File: src/rtl/serial_adder.sv
// rtl/serial_adder.sv - bit-serial WIDTH-bit adder, one full-adder slice, LSB-first
module serial_adder #(
   parameter int WIDTH = 8
) (
   input  logic             clk,
   input  logic             rst_n,
   input  logic             start,
   input  logic [WIDTH-1:0] a,
   input  logic [WIDTH-1:0] b,
   input  logic             cin,
   output logic             busy,
   output logic             done,
   output logic [WIDTH-1:0] sum,
   output logic             cout
);

   localparam int CW = $clog2(WIDTH) + 1;

   typedef enum logic [1:0] {
      S_IDLE = 2'd0,
      S_RUN  = 2'd1,
      S_DONE = 2'd2
   } state_t;

   state_t           state_q, state_d;
   logic [WIDTH-1:0] a_sh_q, a_sh_d;
   logic [WIDTH-1:0] b_sh_q, b_sh_d;
   logic [WIDTH-1:0] res_sh_q, res_sh_d;
   logic [WIDTH-1:0] sum_q, sum_d;
   logic             carry_q, carry_d;
   logic             cout_q, cout_d;
   logic [CW-1:0]    cnt_q, cnt_d;

   logic             slice_sum;
   logic             slice_carry;
   logic             last_bit;
   logic [WIDTH-1:0] res_next;

   assign slice_sum   = a_sh_q[0] ^ b_sh_q[0] ^ carry_q;
   assign slice_carry = (a_sh_q[0] & b_sh_q[0]) | (a_sh_q[0] & carry_q) | (b_sh_q[0] & carry_q);
   assign last_bit    = (cnt_q == CW'(WIDTH - 1));

   always_ff @(posedge clk) begin
      if (!rst_n) begin
         state_q  <= S_IDLE;
         a_sh_q   <= '0;
         b_sh_q   <= '0;
         res_sh_q <= '0;
         sum_q    <= '0;
         carry_q  <= 1'b0;
         cout_q   <= 1'b0;
         cnt_q    <= '0;
      end else begin
         state_q  <= state_d;
         a_sh_q   <= a_sh_d;
         b_sh_q   <= b_sh_d;
         res_sh_q <= res_sh_d;
         sum_q    <= sum_d;
         carry_q  <= carry_d;
         cout_q   <= cout_d;
         cnt_q    <= cnt_d;
      end
   end

   always_comb begin
      state_d = state_q;
      case (state_q)
         S_IDLE:  if (start) state_d = S_RUN;
         S_RUN:   if (last_bit) state_d = S_DONE;
         S_DONE:  state_d = S_IDLE;
         default: state_d = S_IDLE;
      endcase
   end

   // Result bits enter at the MSB so after WIDTH shifts bit 0 sits at the LSB.
   always_comb begin
      res_next            = res_sh_q >> 1;
      res_next[WIDTH-1]   = slice_sum;
      a_sh_d   = a_sh_q;
      b_sh_d   = b_sh_q;
      res_sh_d = res_sh_q;
      sum_d    = sum_q;
      carry_d  = carry_q;
      cout_d   = cout_q;
      cnt_d    = cnt_q;
      case (state_q)
         S_IDLE: begin
            if (start) begin
               a_sh_d   = a;
               b_sh_d   = b;
               res_sh_d = '0;
               carry_d  = cin;
               cnt_d    = '0;
            end
         end
         S_RUN: begin
            a_sh_d   = a_sh_q >> 1;
            b_sh_d   = b_sh_q >> 1;
            res_sh_d = res_next;
            carry_d  = slice_carry;
            cnt_d    = cnt_q + CW'(1);
            if (last_bit) begin
               sum_d  = res_next;
               cout_d = slice_carry;
            end
         end
         default: ;
      endcase
   end

   always_comb begin
      busy = (state_q == S_RUN);
      done = (state_q == S_DONE);
      sum  = sum_q;
      cout = cout_q;
   end

endmodule

File: config.mk
export PLATFORM = sky130hd
export DESIGN_NAME = serial_adder
export DESIGN_NICKNAME = d
export VERILOG_FILES = /design/src/rtl/serial_adder.sv
export SDC_FILE = /design/constraint.sdc
export NUM_CORES = 1
export LEC_CHECK = 0
export CORE_ASPECT_RATIO = 1.75
export CORE_MARGIN = 3
export CORE_UTILIZATION = 60
export DETAILED_ROUTE_END_ITERATION = 6
export DONT_BUFFER_PORTS = 1
export GPL_ROUTABILITY_DRIVEN = 0
export HOLD_SLACK_MARGIN = 0.02
export PLACE_DENSITY = 0.76
export SLEW_MARGIN = 10
export SYNTH_ARGS = -nofsm -noshare
export SYNTH_HDL_FRONTEND = slang
export SYNTH_SLANG_ARGS = --single-unit
export TNS_END_PERCENT = 30
File: constraint.sdc
create_clock -name clk -period 2 [get_ports clk]
set_input_delay 0.2 -clock clk [delete_from_list [all_inputs] [get_ports clk]]
set_output_delay 0.2 -clock clk [all_outputs]
set_load 0.02 [all_outputs]
Word-level counts from Yosys, hierarchy flattened
Index checks and enable logic that the tools add are counted.
{ "word_totals": {"reg_bits": 40, "latchBits": 0, "ramBits": 0, "romBits": 0, "in_bits": 20, "out_inout_bits": 11, "elab_cells": 39, "memories": 0} }
{ "op_classes": {"add_sub_neg": 1, "multipliers": 0, "div_mod_pow": 0, "magnitude_cmp": 0, "n_eq_ne": 5, "shift": 0, "mux": 13, "n_bitwise": 7, "reduce_logical": 5} }
{ "op_table": {"columns": ["operator", "n"], "rows": [
  ["one-hot mux 8 bit (2 select lines)", 3],
  ["2-to-1 mux 8 bit", 3],
  ["one-hot mux 4 bit (2 select lines)", 1],
  ["AND reduction 2 bit", 3],
  ["adder 4 x 1 -> 4 bit, second input constant", 1],
  ["== test 4 x 3 -> 1 bit, second input constant", 1],
  ["2-to-1 mux 2 bit", 2],
  ["2-to-1 mux 4 bit", 1],
  ["one-hot mux 2 bit (2 select lines)", 1],
  ["AND 1 bit", 3],
  ["== test 2 x 1 -> 1 bit, second input constant", 1],
  ["== test 2 bit, second input constant", 1],
  ["zero test 2 bit", 1],
  ["inequality test 2 x 1 -> 1 bit, second input constant", 1],
  ["inequality test 2 bit, second input constant", 1],
  ["OR 1 bit", 2],
  ["one-hot mux 1 bit (2 select lines)", 1],
  ["nonzero test 2 bit", 1],
  ["XOR 1 bit", 2],
  ["2-to-1 mux 1 bit", 1]
]} }

Depth between registers and ports, before layout
{ "logic_depth": {"ltp_word": 4, "ltp_mapped": 7, "mapped_depth_nobuf": 4} }

Least setup slack after synthesis
Ideal clock, no wire load.
{ "synth_path": {"kind": "register -> register", "startpoint": "register state_q[1]", "endpoint": "register a_sh_q[1]", "setup_time_ps": 133, "t_arrival_ps": 1074, "required_time_ps": 1867, "setup_slack_ps": 793, "stages_incl_launch_ff": 5, "n_path_buf": 1, "synth_period_minus_slack_ps": 1207, "cell_sequence": "dfxtp_1 -> clkbuf_1 -> or3b_2 -> o21ai_0 -> a21oi_1"} }
{ "synth_between": {"elab_chain_len": 3, "word_cells_on_any_way": 6, "classes_between": "eq/ne (2); mux (1); reduce/logical (3)"} }
{ "synth_lines": {"columns": ["item", "line", "text"], "rows": [
  ["start, declared", "25", "state_t state_q, state_d;"],
  ["start signal, assigned", "54", "state_q <= state_d;"],
  ["== test 2 x 1 -> 1 bit or zero test 2 bit (tied branches)", "86", "case (state_q)"],
  ["nonzero test 2 bit (no line) or inequality test 2 bit (tied branches)", null, null],
  ["AND reduction 2 bit (no line)", null, null],
  ["end signal, assigned", "55", "a_sh_q <= a_sh_d;"],
  ["end, declared", "26", "logic [WIDTH-1:0] a_sh_q, a_sh_d;"]
]} }
Parallel ways exist; a longest one is shown, timed or not.
A chain may end at the register's enable or synchronous reset.

Final worst setup path
{ "layout_path": {"startpoint": "register state_q[1]", "endpoint": "output done"} }
{ "layout_between": {"elab_chain_len": 1} }
{ "layout_lines": {"columns": ["item", "line", "text"], "rows": [
  ["== test 2 bit", "113", "done = (state_q == S_DONE);"],
  ["end, declared", "12", "output logic done,"]
]} }
Every way passes these cells.

==> qor.yml <==
status:
  status: "complete, no violations"
yosys:
  yosysWarnings: 0
  async_reset_ff_frac: 0
  synthFlopType: "dfxtp_1"
  netlist_area_um2: 1730
  yosys.area_share.simple: 0.154
  synthCells: 188
  synth_cell_types: 34
  synth-compound-area-share: 0.253
  synth_edf_count: 0
  syn_nets: 210
  synthAdderAreaFrac: 0.0188
  seq_area_frac_synth: 0.452
  synthXorXnorAreaFrac: 0
  synth-seq-cells: 39
  synthMuxAreaShare: 0.0521
  syn_avg_cell_area_um2: 9.19
  synth_top_family_by_area: "compound AO/OA/AOI/OAI gates"
power_and_ir_drop:
  power.net_switching_mw: 0.355
  p_int_mw: 1.11
  total_power_mw: 1.46
  switching_share: 0.243
  total_leakage_power_nw: 0.623
  peakVddDrop_uv: 614
  clkPwrFrac: 0.339
  comb_power_share: 0.083
  pwr_density_cell_nw_per_um2: 830
  sequentialPowerShare: 0.578
clock_network:
  cts-resized-gates: 0
  cts_root_buf: "clkbuf_8"
  cts_tree: "built"
  clk_latency_ns: 0.28
  clockBufferDepth: 2
  postCtsSetupBuffers: 0
  path_clk_slew_ns: 0.07
  cts_buffers: 5
  hold_buffers: 0
  htreeDepth: 2
  cts_num_sinks: 39
die:
  rows: 25
  die_h_um: 77.0
  die-area_um2: 3590
  fp.dieW_um: 46.6
  io_pins: 31
  design.core.area_um2: 2720
  initial_utilization: 0.635
grt:
  overflow: 0
  grt_pass1_wl_mm: 5.87
  met2_usage: 0.380
  met3_usage: 0.0634
  top_usage_layer: "met2"
  antenna_found_initial: 0
  grtUsageTotal: 0.218
  grt_pass1_vias: 1334
  grt_max_degree: 38
  grt_use_met1: 0.235
place:
  hpwlAfterDp_mm: 2.52
  placed_area_um2: 1680
  io_buffers: 0
route:
  first_pass_iters: 4
  viasPerCell: 6.51
  wl_per_cell_um: 17.1
  drt_iter0_drc: 37
  drt_wl_total_mm: 3.55
  post-route-drc-count: 0
  ant_nets: 0
  dr_total_vias: 1354
worst_setup_path:
  timing.rr.start: "state_q[1]"
  path_class: "flop to primary output"
  crit_arrival_ns: 1.67
  reg2reg_slack_ns: 0.32
  ff2ff_path_depth: 4
  path_max_fanout: 16
  crit_required_ns: 1.80
  reg2reg_to: "res_sh_q[4]"
  worstSetupStartpointType: "flop"
  end_kind: "primary output"
sta:
  slew_violations: 0
  setup_viol_count_final: 0
  final-hold-violation-count: 0
  relSlewSlack: 0.676
  fmax_mhz: 536
  timing.hold.ws_ns: 0.0412
  worst_pin_slew_ns: 0.486
  finClkSkew_ns: 0.00424
  fin_crit_sh: 0.933
  grt_setup_unrepaired: "no"
  fin_tns_setup_ns: 0
  min_period_ns: 1.87
cells_and_area:
  final_layout_size_suffix_gt1_frac: 0.127
  fin_area_um2: 1760
  final_common_cell: "dfxtp_1"
  areaGrowthSynthToFinish_pct: 1.88
  utilization: 0.647
  diodes: 0
  layout_common_cells: "dfxtp_1 (39), nand2_1 (20), a21oi_1 (16), o221ai_1 (13), nor2_1 (12)"
  fin_nets: 202
hold_path:
  holdPathEnd: "state_q[0]"
  min_path_type: "input port to flop"
  hold_depth: 1
  hp-start: "rst_n"
flow_run:
  max_cap_violations: 0
## layer usage
| metal | part of all wire | wire [µm] |
|---|---|---|
| met5 | 0 | 0 |
| met2 | 0.55 | 1960 |
| met4 | 0.019 | 68 |
| met3 | 0.050 | 176 |
| met1 | 0.38 | 1350 |
## how the worst max path moves through the flow
stage                    start          end  depth (start not counted)
finish              state_q[1]         done                          2
global route        state_q[1]         done                          2
CTS                 state_q[1]         done                          2
detailed placement  state_q[1]  res_sh_q[1]                          4
global placement    state_q[1]  res_sh_q[1]                          4
floorplan           state_q[1]    a_sh_q[1]                          4
## power by group through the flow
| stage | Combinational, mW | Clock (mW) | Sequential (mW) |
|---|---|---|---|
| floorplan | 0.130 | 0 | 0.850 |
| global placement | 0.114 | 0 | 0.860 |
| detailed placement | 0.121 | 0 | 0.862 |
| CTS | 0.121 | 0.513 | 0.844 |
| global route | 0.139 | 0.547 | 0.849 |
| finish | 0.121 | 0.495 | 0.845 |
## sequential cells by signal, summed over array words and instances, names as in the netlist
register,flops
state_q,2
sum,8
carry_q,1
a_sh_q,8
b_sh_q,8
res_sh_q,7
cnt_q,4
cout,1
## synth_stat cells, types with 2 or more instances
cell type  number  share of area
dfxtp_1        39           0.45
nand2_1        20          0.043
a21oi_1        16          0.046
o221ai_1       13          0.066
nor2_1         12          0.026
o21ai_0        11          0.032
mux2i_1         9          0.052
or3b_2          9          0.046
a22oi_1         8          0.035
inv_1           8          0.017
clkbuf_1        7          0.015
o22ai_1         7          0.025
buf_2           4          0.012
buf_6           3          0.020
a32o_1          2          0.012
nand3_1         2         0.0058
## logic make-up after synthesis
family,Yosys count
muxes,9
DFF,39
AOI/OAI and AO/OA,64
adders and majority gates,2
and+or+nand+nor,50
buffers and inverters,24
## metrics by stage
stage	cells	worst slack, ns
floorplan	188	0.793
global placement	200	0.459
detailed placement	200	0.361
CTS	208	0.142
global route	208	0.0295
finish	208	0.134
## final cells by class
type / instances / area (µm²)
fillers: 244 / 961
flip-flops and latches: 39 / 781
clock inverters: 3 / 15.0
repair buffers: 1 / 7.51
inverters: 8 / 30.0
clock buffers: 5 / 68.8
well taps: 27 / 33.8
multi-input cells: 125 / 825
## critical path, stage by stage (launching register included)
cell and delay [ns]:
dfxtp_1 0.60, inv_1 0.36, nor2_1 0.41
(Power assumes the default switching activity.)
